### src/rtl/spi_display_master.sv
// spi_display_master
// SPI master that serialises 16-bit register-write frames {CMD, addr, data},
// MSB first, for the Nexys4 display SPI slave. One write per valid/ready handshake.
// SCLK, SS and MOSI idle high; the slave samples MOSI on SCLK rising while SS is low.
//
// Ports:
//   block_clk_i   block clock, all logic on its rising edge
//   rst_high_i    synchronous active-high reset
//   wr_valid_i    write request valid
//   wr_ready_o    request can be accepted (IDLE only)
//   wr_addr_i     target register (0 enable, 1-8 digits, 9 radix)
//   wr_data_i     register value
//   busy_o        state is not IDLE
//   frame_done_o  one-cycle pulse on GAP->IDLE
//   spi_sclk_o    SPI clock
//   spi_ss_o      slave select, active low
//   spi_mosi_o    serial data
module spi_display_master #(
   parameter int unsigned CLK_DIV    = 4,
   parameter int unsigned GAP_CYCLES = 8,
   parameter logic [3:0]  CMD        = 4'b0001
) (
   input  logic       block_clk_i,
   input  logic       rst_high_i,
   input  logic       wr_valid_i,
   output logic       wr_ready_o,
   input  logic [3:0] wr_addr_i,
   input  logic [7:0] wr_data_i,
   output logic       busy_o,
   output logic       frame_done_o,
   output logic       spi_sclk_o,
   output logic       spi_ss_o,
   output logic       spi_mosi_o
);

   localparam int unsigned FRAME_W = 16;
   localparam int unsigned IDX_W   = 4;
   localparam int unsigned CNT_MAX = (CLK_DIV > GAP_CYCLES) ? CLK_DIV : GAP_CYCLES;
   localparam int unsigned HC_W    = (CNT_MAX > 2) ? $clog2(CNT_MAX) : 1;

   localparam logic [HC_W-1:0]  HALF_LAST = HC_W'(CLK_DIV - 1);
   localparam logic [HC_W-1:0]  GAP_LAST  = HC_W'(GAP_CYCLES - 1);
   localparam logic [IDX_W-1:0] IDX_MSB   = IDX_W'(FRAME_W - 1);

   typedef enum logic [2:0] {
      ST_IDLE,
      ST_PRE,
      ST_LOW,
      ST_HIGH,
      ST_POST,
      ST_REL,
      ST_GAP
   } state_t;

   state_t               state_q, state_d;
   logic [HC_W-1:0]      hc_q, hc_d;
   logic [IDX_W-1:0]     bit_idx_q, bit_idx_d;
   logic [FRAME_W-1:0]   frame_q, frame_d;
   logic                 ss_q, ss_d;
   logic                 sclk_q, sclk_d;
   logic                 mosi_q, mosi_d;
   logic                 ready_q, ready_d;
   logic                 busy_q, busy_d;
   logic                 done_q, done_d;
   logic                 half_last;

   // State register and registered outputs
   always_ff @(posedge block_clk_i) begin
      if (rst_high_i) begin
         state_q   <= ST_REL;
         hc_q      <= '0;
         bit_idx_q <= IDX_MSB;
         frame_q   <= '0;
         ss_q      <= 1'b1;
         sclk_q    <= 1'b0;
         mosi_q    <= 1'b1;
         ready_q   <= 1'b0;
         busy_q    <= 1'b1;
         done_q    <= 1'b0;
      end else begin
         state_q   <= state_d;
         hc_q      <= hc_d;
         bit_idx_q <= bit_idx_d;
         frame_q   <= frame_d;
         ss_q      <= ss_d;
         sclk_q    <= sclk_d;
         mosi_q    <= mosi_d;
         ready_q   <= ready_d;
         busy_q    <= busy_d;
         done_q    <= done_d;
      end
   end

   // Next-state, counter and next-output logic
   always_comb begin
      state_d   = state_q;
      hc_d      = hc_q;
      bit_idx_d = bit_idx_q;
      frame_d   = frame_q;
      ss_d      = ss_q;
      sclk_d    = sclk_q;
      mosi_d    = mosi_q;
      ready_d   = ready_q;
      busy_d    = busy_q;
      done_d    = 1'b0;
      half_last = (hc_q == HALF_LAST);

      case (state_q)
         ST_IDLE: begin
            if (wr_valid_i && ready_q) begin
               frame_d   = {CMD, wr_addr_i, wr_data_i};
               bit_idx_d = IDX_MSB;
               state_d   = ST_PRE;
            end
         end
         ST_PRE: begin
            if (half_last) state_d = ST_LOW;
         end
         ST_LOW: begin
            if (half_last) state_d = ST_HIGH;
         end
         ST_HIGH: begin
            if (half_last) begin
               if (bit_idx_q == '0) begin
                  state_d = ST_POST;
               end else begin
                  bit_idx_d = bit_idx_q - IDX_W'(1);
                  state_d   = ST_LOW;
               end
            end
         end
         ST_POST: begin
            if (half_last) state_d = ST_REL;
         end
         ST_REL: begin
            if (half_last) state_d = ST_GAP;
         end
         ST_GAP: begin
            if (hc_q == GAP_LAST) begin
               state_d = ST_IDLE;
               done_d  = 1'b1;
            end
         end
         default: state_d = ST_IDLE;
      endcase

      // Phase timer restarts on every state change; IDLE does not count
      if (state_d != state_q) begin
         hc_d = '0;
      end else if (state_q != ST_IDLE) begin
         hc_d = hc_q + HC_W'(1);
      end

      // Outputs change only on state entry; each transition moves either SS or SCLK, never both
      if (state_d != state_q) begin
         ready_d = 1'b0;
         busy_d  = 1'b1;
         case (state_d)
            ST_IDLE: begin
               ss_d    = 1'b1;
               sclk_d  = 1'b1;
               mosi_d  = 1'b1;
               ready_d = 1'b1;
               busy_d  = 1'b0;
            end
            ST_PRE: begin
               ss_d   = 1'b1;
               sclk_d = 1'b0;
               mosi_d = 1'b1;
            end
            ST_LOW: begin
               ss_d   = 1'b0;
               sclk_d = 1'b0;
               mosi_d = frame_d[bit_idx_d];
            end
            ST_HIGH: begin
               ss_d   = 1'b0;
               sclk_d = 1'b1;
            end
            ST_POST: begin
               ss_d   = 1'b0;
               sclk_d = 1'b0;
            end
            ST_REL: begin
               ss_d   = 1'b1;
               sclk_d = 1'b0;
               mosi_d = 1'b1;
            end
            ST_GAP: begin
               ss_d   = 1'b1;
               sclk_d = 1'b1;
               mosi_d = 1'b1;
            end
            default: begin
               ss_d   = 1'b1;
               sclk_d = 1'b1;
            end
         endcase
      end
   end

   assign wr_ready_o   = ready_q;
   assign busy_o       = busy_q;
   assign frame_done_o = done_q;
   assign spi_sclk_o   = sclk_q;
   assign spi_ss_o     = ss_q;
   assign spi_mosi_o   = mosi_q;

endmodule

### config.mk
export PLATFORM = sky130hd
export DESIGN_NAME = spi_display_master
export DESIGN_NICKNAME = d
export VERILOG_FILES = /design/src/rtl/spi_display_master.sv
export SDC_FILE = /design/constraint.sdc
export NUM_CORES = 1
export LEC_CHECK = 0
export CAP_MARGIN = 15
export CORE_MARGIN = 5
export CORE_UTILIZATION = 50
export CTS_CLUSTER_SIZE = 20
export DETAILED_ROUTE_END_ITERATION = 7
export HOLD_SLACK_MARGIN = 0.05
export PLACE_DENSITY = 0.73
export SLEW_MARGIN = 0
export SYNTH_ARGS = -nofsm -noshare
export SYNTH_HDL_FRONTEND = slang
export SYNTH_SLANG_ARGS = --single-unit
### constraint.sdc
create_clock -name block_clk_i -period 5.8 [get_ports block_clk_i]
set_clock_uncertainty 0.2 [all_clocks]
set_input_delay 1.16 -clock block_clk_i [delete_from_list [all_inputs] [get_ports block_clk_i]]
set_output_delay 1.16 -clock block_clk_i [all_outputs]
set_load 0.02 [all_outputs]
---- After elaboration in Yosys (flattened, before gate mapping) ----
Cells that the tools add are included.
word-level totals
  word-level logic and storage cells ...... 64
  output and inout bits ................... 6
  flip-flop bits (word level) ............. 32
operators by class
  bitwise logic cells ..................... 1
  equal/unequal tests ..................... 15
  magnitude comparators ................... 1
  multiplexer cells ....................... 23
  reduce and logical (&&, ||, !) cells .... 12
  $add $sub $neg .......................... 2
operators with widths
  operator                                                               count
  16-bit 2-to-1 mux                                                      2
  3-bit 2-to-1 mux                                                       8
  3-bit == test (second input constant)                                  7
  3-bit case mux with 7 select lines                                     1
  3-bit by 2-bit == test with 1-bit output (second input constant)       5
  4-bit 2-to-1 mux                                                       3
  4-bit case mux with 2 select lines                                     1
  4-bit OR reduction                                                     2
  3-bit by 1-bit == test with 1-bit output (second input constant)       2
  3-bit logical NOT                                                      2
  1-bit 2-to-1 mux                                                       6
  4-bit by 5-bit < comparator with 1-bit output (second input constant)  1
  1-bit binary-select mux with 4-bit select                              1
  4-bit logical NOT                                                      1
  2-bit OR reduction                                                     2
  4-bit by 1-bit subtractor with 4-bit output (second input constant)    1
  3-bit by 1-bit adder with 3-bit output (second input constant)         1
  3-bit inequality test                                                  1
  3-bit nonzero test                                                     1
  3-bit OR reduction                                                     1
  1-bit case mux with 2 select lines                                     1
  2-bit AND reduction                                                    1
  2-bit nonzero test                                                     1
  1-bit logical AND                                                      1
  1-bit inverter                                                         1

---- Logic depth before layout (Yosys ltp) ----
Gate-level depths: netlist of run 1.
  depth in word-level cells ............... 8
  depth in mapped cells ................... 9

---- Least setup slack after synthesis of run 1 ----
Ideal clock, no wire load.
  kind .................................... input -> register
  start point ............................. input port wr_valid_i
  end point ............................... register mosi_q (netlist: spi_mosi_o)
  path slack .............................. 3.074 ns
  arrival time ............................ 2.448 ns
  buffers on the path ..................... 1
  stages .................................. 6
  cells stage by stage .................... and3_1 buf_2 a221o_1 a211o_1 a221o_1 a32oi_1
on the way
  cells in the longest elaborated chain, start to end .. 7
  elaborated cells between the ends (all ways) .. 19
  those cells by class .................... eq/ne: 5; mux: 9; reduce/logical: 5
RTL lines
  element                                                   RTL line  text
  start: declaration                                        25        input logic wr_valid_i,
  1-bit logical AND *                                       110       if (wr_valid_i && ready_q) begin
  branches (longest 6 deep; another with 4-bit 2-to-1 mux)  -
  end signal: assignment                                    87        mosi_q <= mosi_d;
  end: declaration                                          61        logic mosi_q, mosi_d;
Mark *: on every way between the ends. The select of a mux whose other input is x is not followed.
A chain may end at the register's enable or synchronous reset.

---- Worst setup path after layout of run 1 ----
  start point ............................. register bit_idx_q[0]
  end point ............................... register mosi_q (netlist: spi_mosi_o)
on the way
  cells in the longest elaborated chain, start to end .. 8
  elaborated cells between the ends (all ways) .. 21
  those cells by class .................... add/sub: 1; eq/ne: 5; mux: 10; reduce/logical: 5
RTL lines
  element                                                                              RTL line  text
  start: declaration                                                                   57        logic [IDX_W-1:0] bit_idx_q, bit_idx_d;
  start signal: assignment                                                             83        bit_idx_q <= bit_idx_d;
  branches (longest 8 deep; another with 4-bit by 1-bit subtractor with 4-bit output)  -
Parallel ways; which one is timed is not known. The select of a mux whose other input is x is not followed.

==> flow_summary_export.csv, run 1 <==
group,metric,value,unit
synthesis,ys.flop_type,"dfxtp_1",
cells_and_area,regArea,640.6,um^2
pwr,combPwrFrac,20.6,%
synthesis,ys_ff_latch,32,
global_routing,antenna_found_initial,0,
cells_and_area,fillers,313,
cts,postCtsSetupBuffers,0,
setup_path,crit_type,"flop to flop",
run,cap_violations,0,
synthesis,synth_nets,246,
floorplanning,row_count,21,
timing,hold_viol,0,
cts,htree_levels,2,
global_routing,grt_max_degree,31,
global_routing,grt_pass1_wl,6644,um
synthesis,synth.area.top_cells,"dfxtp_1 36%, nand2_1 8.4%, a21oi_1 6.2%",
routing,final_antenna_net_count,0,
cts,cts_root_buffer,"clkbuf_4",
timing,finalCritPeriodShare,56.21,%
global_routing,first_global_vias,1389,
timing,relSlewSlack,27.31,%
global_routing,grt_usage,16.51,%
floorplanning,coreArea,3390,um^2
cells_and_area,area_growth_syn_to_layout,15.64,%
synthesis,syn_area_per_cell,7.895,um^2
timing,worst_pin_slew,1.087,ns
setup_path,cp_max_fo,22,
routing,drt_iter0_markers,149,
cts,clock_sinks,32,
synthesis,synth.largest_area_cell,"dfxtp_1",
synthesis,synth_warnings,0,
cts,cts_tree,"done",
hold_path,hp-class,"flop to flop",
timing,report.final.slew_viol_count,0,
synthesis,synth.distinct_cells,54,
run_status,run_status,"finished clean",
pwr,switching_share,29.23,%
routing,drt_first_pass_iters,4,
setup_path,max_stage_delay,0.75,ns
setup_path,setup.worst_path.start,"bit_idx_q[0]$_SDFF_PP1_",
timing,fmax,306.7,MHz
pwr,ir_drop,0.0001810,V
cells_and_area,stdcell_count,287,
cells_and_area,fin_nets,260,
pwr,clkPwrFrac,31.6,%
setup_path,required,5.86,ns
placed_design,dp.cells,279,
floorplanning,boundaryPins,21,
pwr,seqPwrFrac,47.7,%
cts,ctsHoldBuffers,0,
cells_and_area,drive_gt1_share,5.394,%
synthesis,syn_area,1784,um^2
routing,drc,0,
pwr,leakagePower,0.7090,nW
setup_path,critPathLaunchType,"flop",
timing,holdWs,0.2643,ns
timing,setup_slack,2.540,ns
cells_and_area,multiInputGateArea,1066,um^2
placed_design,routabilityCongestion,0.9621,
cts,clockBufferDepth,2,
synthesis,synth_cells,226,
synthesis,async_flop_share,0,%
timing,grt_setup_unrepaired,"false",
routing,wl_per_cell,13.72,um
placed_design,numPortBuffers,20,
setup_path,r2r-start,"bit_idx_q[0]$_SDFF_PP1_",
hold_path,worstHoldStart,"frame_q[7]$_SDFF_PP0_",
timing,setup_viol,0,
setup_path,critPathArrivalTime,3.32,ns
cells_and_area,diodes,0,
timing,tns,0,ns
pwr,p_int,375.1,uW
synthesis,synth_edf_count,0,
setup_path,slowest_stage,"dfxtp_1",
routing,vias,1643,
cts,clkTransAtPathRegs,0.10,ns
pwr,p_switching,154.9,uW
setup_path,endpoint_kind,"flop",
floorplanning,dieArea,4863,um^2
setup_path,path_cells,"clkinv_1 -> ha_1 -> or3b_1 -> a2111oi_0 -> a311oi_1 -> nand4_1 -> a221o_1 -> a32oi_1",
floorplanning,die_w,69.74,um
cts,cts-buffers-inserted,5,
floorplanning,die_y,69.74,um
floorplanning,start_util,52.64,%
placed_design,place_ws,2.317,ns
routing,vias_per_cell,5.725,
routing,wirelength,3937,um
synthesis,ys_seq_area_share,35.90,%
cts,cts_resized,0,
global_routing,overflow,0,
pwr,power.density,256.9,nW/um^2
synthesis,synth_top_cell_area_share,35.90,%
placed_design,post-dp-hpwl,2742,um
timing,period_minus_slack,3.260,ns
cts,clkLatencyLatePin,0.32,ns
[path summary, 6_finish.rpt]
check                       endpoint  slack (ns)  cells after the start
min reg2reg    frame_q[7]$_SDFF_PP0_        0.26                      2
max reg2reg  spi_mosi_o$_SDFFE_PP1P_        2.54                      8
min            frame_q[7]$_SDFF_PP0_        0.26                      2
max          spi_mosi_o$_SDFFE_PP1P_        2.54                      8
[synthesized netlist by cell type, types with 2 or more instances]
library cell and instances:
nand4_1 2, a2111oi_0 3, ha_1 5, inv_1 5
nor2b_1 2, a211oi_1 2, and3b_1 2, or2_2 3
buf_1 2, mux2i_1 3, and2_1 6, o221ai_1 2
a311oi_1 2, o211ai_1 3, nand3_1 6, clkbuf_1 8
nor2_1 17, or3_1 4, o21ai_0 4, nor3_1 8
o22ai_1 3, and4b_1 2, nor3b_1 2, a32oi_1 2
nand2b_1 3, dfxtp_1 32, a21oi_1 22, o32ai_1 2
a21o_1 2, buf_2 2, a221o_1 2, nand2_1 40
and3_1 2
[per-layer routing]
metal  vias to the layer above  GRT usage, %  wire (um)
met5                         -             0          0
met4                         0         4.468         35
met3                         4         3.768        223
met2                        44         23.52       1631
met1                       748         24.67       2046
li1                        847             -          -
[worst max-delay path, delay by kind of cell, from the launching register on]
| kind | cells | cell delay (ns) |
|---|---|---|
| simple gates | 2 | 0.52 |
| compound gates | 4 | 0.93 |
| flops | 1 | 0.75 |
| fa+ha+maj | 1 | 0.37 |
| buf+inv | 1 | 0.42 |
[through the flow]
stage               instance area, um^2  power, mW  utilization (%)
finish                             2063     0.5300            60.87
global route                       2063     0.5619            60.87
CTS                                2063     0.5332            60.87
detailed placement                 1987     0.3664            58.62
global placement                   1987     0.3656            58.62
floorplan                          1784     0.3320                -
[sequential cells by signal (all words and copies together) (netlist names)]
register      flops
frame_q          16
bit_idx_q         4
hc_q              3
state_q           3
busy_o            1
frame_done_o      1
spi_mosi_o        1
spi_sclk_o        1
spi_ss_o          1
wr_ready_o        1
[power by group through the flow]
stage               clock, mW  combinational [mW]  sequential [mW]
CTS                     0.171               0.109            0.253
global route            0.182               0.124            0.256
floorplan                   0              0.0769            0.255
global placement            0               0.108            0.258
detailed placement          0               0.109            0.258
finish                  0.168               0.109            0.253
[cell type report]
type,count,area share [%]
multi-input cells,175,51.67
flip-flops and latches,32,31.05
repair buffers,20,9.703
well taps,46,2.790
clock buffers,6,2.001
clock inverters,2,1.698
inverters,6,1.092
[cell usage in the layout, fill, tap and decap left out, drive strengths merged, types with 2 or more instances in the layout]
master,Yosys,final
ha,5,5
nor3b,3,3
nand2b,3,3
nor2,17,17
a21oi,22,22
nor2b,2,2
clkdlybuf4s50,0,20
and3,2,2
a21o,2,2
o21ai,4,4
o211ai,3,3
a2111oi,3,3
a211oi,2,2
clkinv,1,2
clkbuf,8,6
o221ai,2,2
and2,7,7
nand3,6,6
and4b,2,2
inv,5,5
a311oi,2,2
dfxtp,32,32
nor3,8,8
mux2i,3,3
o32ai,2,2
and3b,2,2
or3,4,4
nand2,40,40
or2,3,3
nand4,2,2
o22ai,3,3
a32oi,2,2
a221o,2,2
[cell families after synthesis]
group	share of synthesized area, %
simple gates	29.52
compound gates	23.42
flops	35.90
buf+inv	4.348
fa+ha+maj	3.506
mux	2.314
xor+xnor	0.9819
No activity file was read; power rests on OpenSTA's default activity.
==> inputs of run 2 (changes only) <==
- clock period: 5.8 -> 3.3 ns (I/O delays scaled with it)
==> flow_summary_export.csv, run 2 (synthesis gave the netlist of run 1 again) <==
group,metric,value,unit
setup_path,critPathLaunchType,"flop",
cells_and_area,final_cell_mix,"40 x nand2_1, 32 x dfxtp_1, 22 x a21oi_1, 20 x clkdlybuf4s50_1, 17 x nor2_1",
pwr,p_int,579.5,uW
cells_and_area,area_growth_syn_to_layout,16.06,%
floorplanning,row_count,21,
floorplanning,die_y,69.74,um
floorplanning,start_util,52.64,%
placed_design,post-dp-hpwl,2911,um
timing,grt_setup_unrepaired,"false",
timing,worst_pin_slew,0.6597,ns
setup_path,critPathArrivalTime,2.70,ns
timing,tns,0,ns
timing,hold_viol,0,
pwr,p_switching,261.9,uW
floorplanning,boundaryPins,21,
global_routing,grt_max_degree,22,
timing,period_minus_slack,2.629,ns
global_routing,antenna_found_initial,0,
cells_and_area,largest_register_ffs,16,
cts,clock_sinks,32,
setup_path,endpoint_kind,"flop",
global_routing,first_global_vias,1546,
routing,wl_met3,249,um
setup_path,rrSetupSlack,0.67,ns
cells_and_area,diodes,0,
cts,htree_levels,2,
timing,relSlewSlack,55.88,%
global_routing,grt_pass1_wl,6955,um
cells_and_area,fin_nets,265,
routing,wl_per_cell,14.04,um
floorplanning,coreArea,3390,um^2
cts,clkTransAtPathRegs,0.09,ns
global_routing,grt_usage,17.62,%
cells_and_area,multiInputGateArea,1066,um^2
cells_and_area,top_register,"frame_q",
setup_path,slowest_stage,"nor4bb_1",
setup_path,r2r_cells,8,
cts,cts_resized,0,
cells_and_area,fillers,313,
hold_path,hp-class,"flop to flop",
setup_path,path_depth,8,
pwr,clkPwrFrac,24.3,%
run,cap_violations,0,
pwr,seqPwrFrac,53.1,%
timing,report.final.slew_viol_count,0,
setup_path,path_delay_family,"simple AND/OR/NAND/NOR gates",
cells_and_area,largestRegisters,"frame_q x16, bit_idx_q x4",
timing,finalCritPeriodShare,79.67,%
cts,cts-buffers-inserted,5,
cells_and_area,regArea,640.6,um^2
setup_path,max_stage_delay,0.44,ns
timing,fmax,380.4,MHz
floorplanning,dieArea,4863,um^2
cts,postCtsSetupBuffers,0,
cells_and_area,post-route-util,61.09,%
routing,drt_iter0_markers,134,
pwr,combPwrFrac,22.6,%
run_status,run_status,"finished clean",
pwr,ir_drop,0.0004110,V
routing,wl_met2,1739,um
cells_and_area,mostFrequentLayoutCell,"nand2_1",
placed_design,numPortBuffers,20,
routing,highest_layer,"met4",
cts,clkLatencyLatePin,0.34,ns
setup_path,crit_type,"flop to flop",
cells_and_area,drive_gt1_share,6.939,%
routing,drt-met1-wl,2028,um
cts,cts_tree,"done",
placed_design,routabilityCongestion,0.9067,
routing,wirelength,4087,um
hold_path,hold_depth,2,
pwr,switching_share,31.12,%
routing,vias,1693,
routing,drt_first_pass_iters,4,
routing,drc,0,
routing,final_antenna_net_count,0,
cts,cts_root_buffer,"clkbuf_4",
routing,vias_per_cell,5.818,
cts,clockBufferDepth,2,
pwr,power.density,406.3,nW/um^2
setup_path,path_buf_inv,1,
global_routing,overflow,0,
floorplanning,die_w,69.74,um
setup_path,required,3.37,ns
setup_path,path_cells,"ha_1 -> ha_1 -> nor4bb_1 -> o22ai_1 -> a21oi_1 -> inv_1 -> or3_1 -> a21oi_1",
timing,setup_viol,0,
pwr,leakagePower,0.7188,nW
setup_path,cp_max_fo,5,
cts,ctsHoldBuffers,0,
[run 2: path summary, 6_finish.rpt]
path	start	end
min reg2reg	frame_q[7]$_SDFF_PP0_	frame_q[7]$_SDFF_PP0_
max reg2reg	hc_q[0]$_SDFFE_PP0N_	wr_ready_o$_SDFFE_PP0P_
max	hc_q[0]$_SDFFE_PP0N_	wr_ready_o$_SDFFE_PP0P_
min	frame_q[7]$_SDFF_PP0_	frame_q[7]$_SDFF_PP0_
[run 2: cell type report]
type / instances / area share [%]
clock buffers: 6 / 1.994
clock inverters: 1 / 0.2417
inverters: 6 / 1.088
multi-input cells: 175 / 51.48
flip-flops and latches: 32 / 30.94
well taps: 46 / 2.779
repair buffers: 25 / 11.48
[run 2: worst min-delay path, delay by kind of cell (launching register included)]
family,cells,cell delay (ns)
DFF,1,0.32
AOI/OAI and AO/OA,1,0.05
and+or+nand+nor,1,0.05
[run 2: per-stage QoR]
| stage | hold WS [ns] | cells | area (um^2) | total power, mW | setup slack, ns |
|---|---|---|---|---|---|
| after floorplan | 0.2332 | 226 | 1784 | 0.5835 | 0.9363 |
| after global placement | 0.2410 | 284 | 2024 | 0.6412 | 0.5563 |
| after detailed placement | 0.2451 | 284 | 2024 | 0.6438 | 0.5098 |
| after CTS | 0.2583 | 291 | 2071 | 0.8471 | 0.7102 |
| after global routing | 0.2756 | 291 | 2071 | 0.8872 | 0.4279 |
| final | 0.2554 | 291 | 2071 | 0.8414 | 0.6710 |
[run 2: layer usage]
layer  vias up  GRT usage [%]
li1        861              -
met1       778          24.69
met2        46          25.64
met3         8          4.638
met4         0          6.809
met5         -              0
[run 2: power by group through the flow]
stage                     combinational, mW  clock, mW  sequential, mW
after floorplan                       0.135          0           0.448
after global placement                0.188          0           0.454
after detailed placement              0.189          0           0.454
after CTS                             0.190      0.211           0.446
after global routing                  0.214      0.220           0.454
final                                 0.190      0.204           0.447
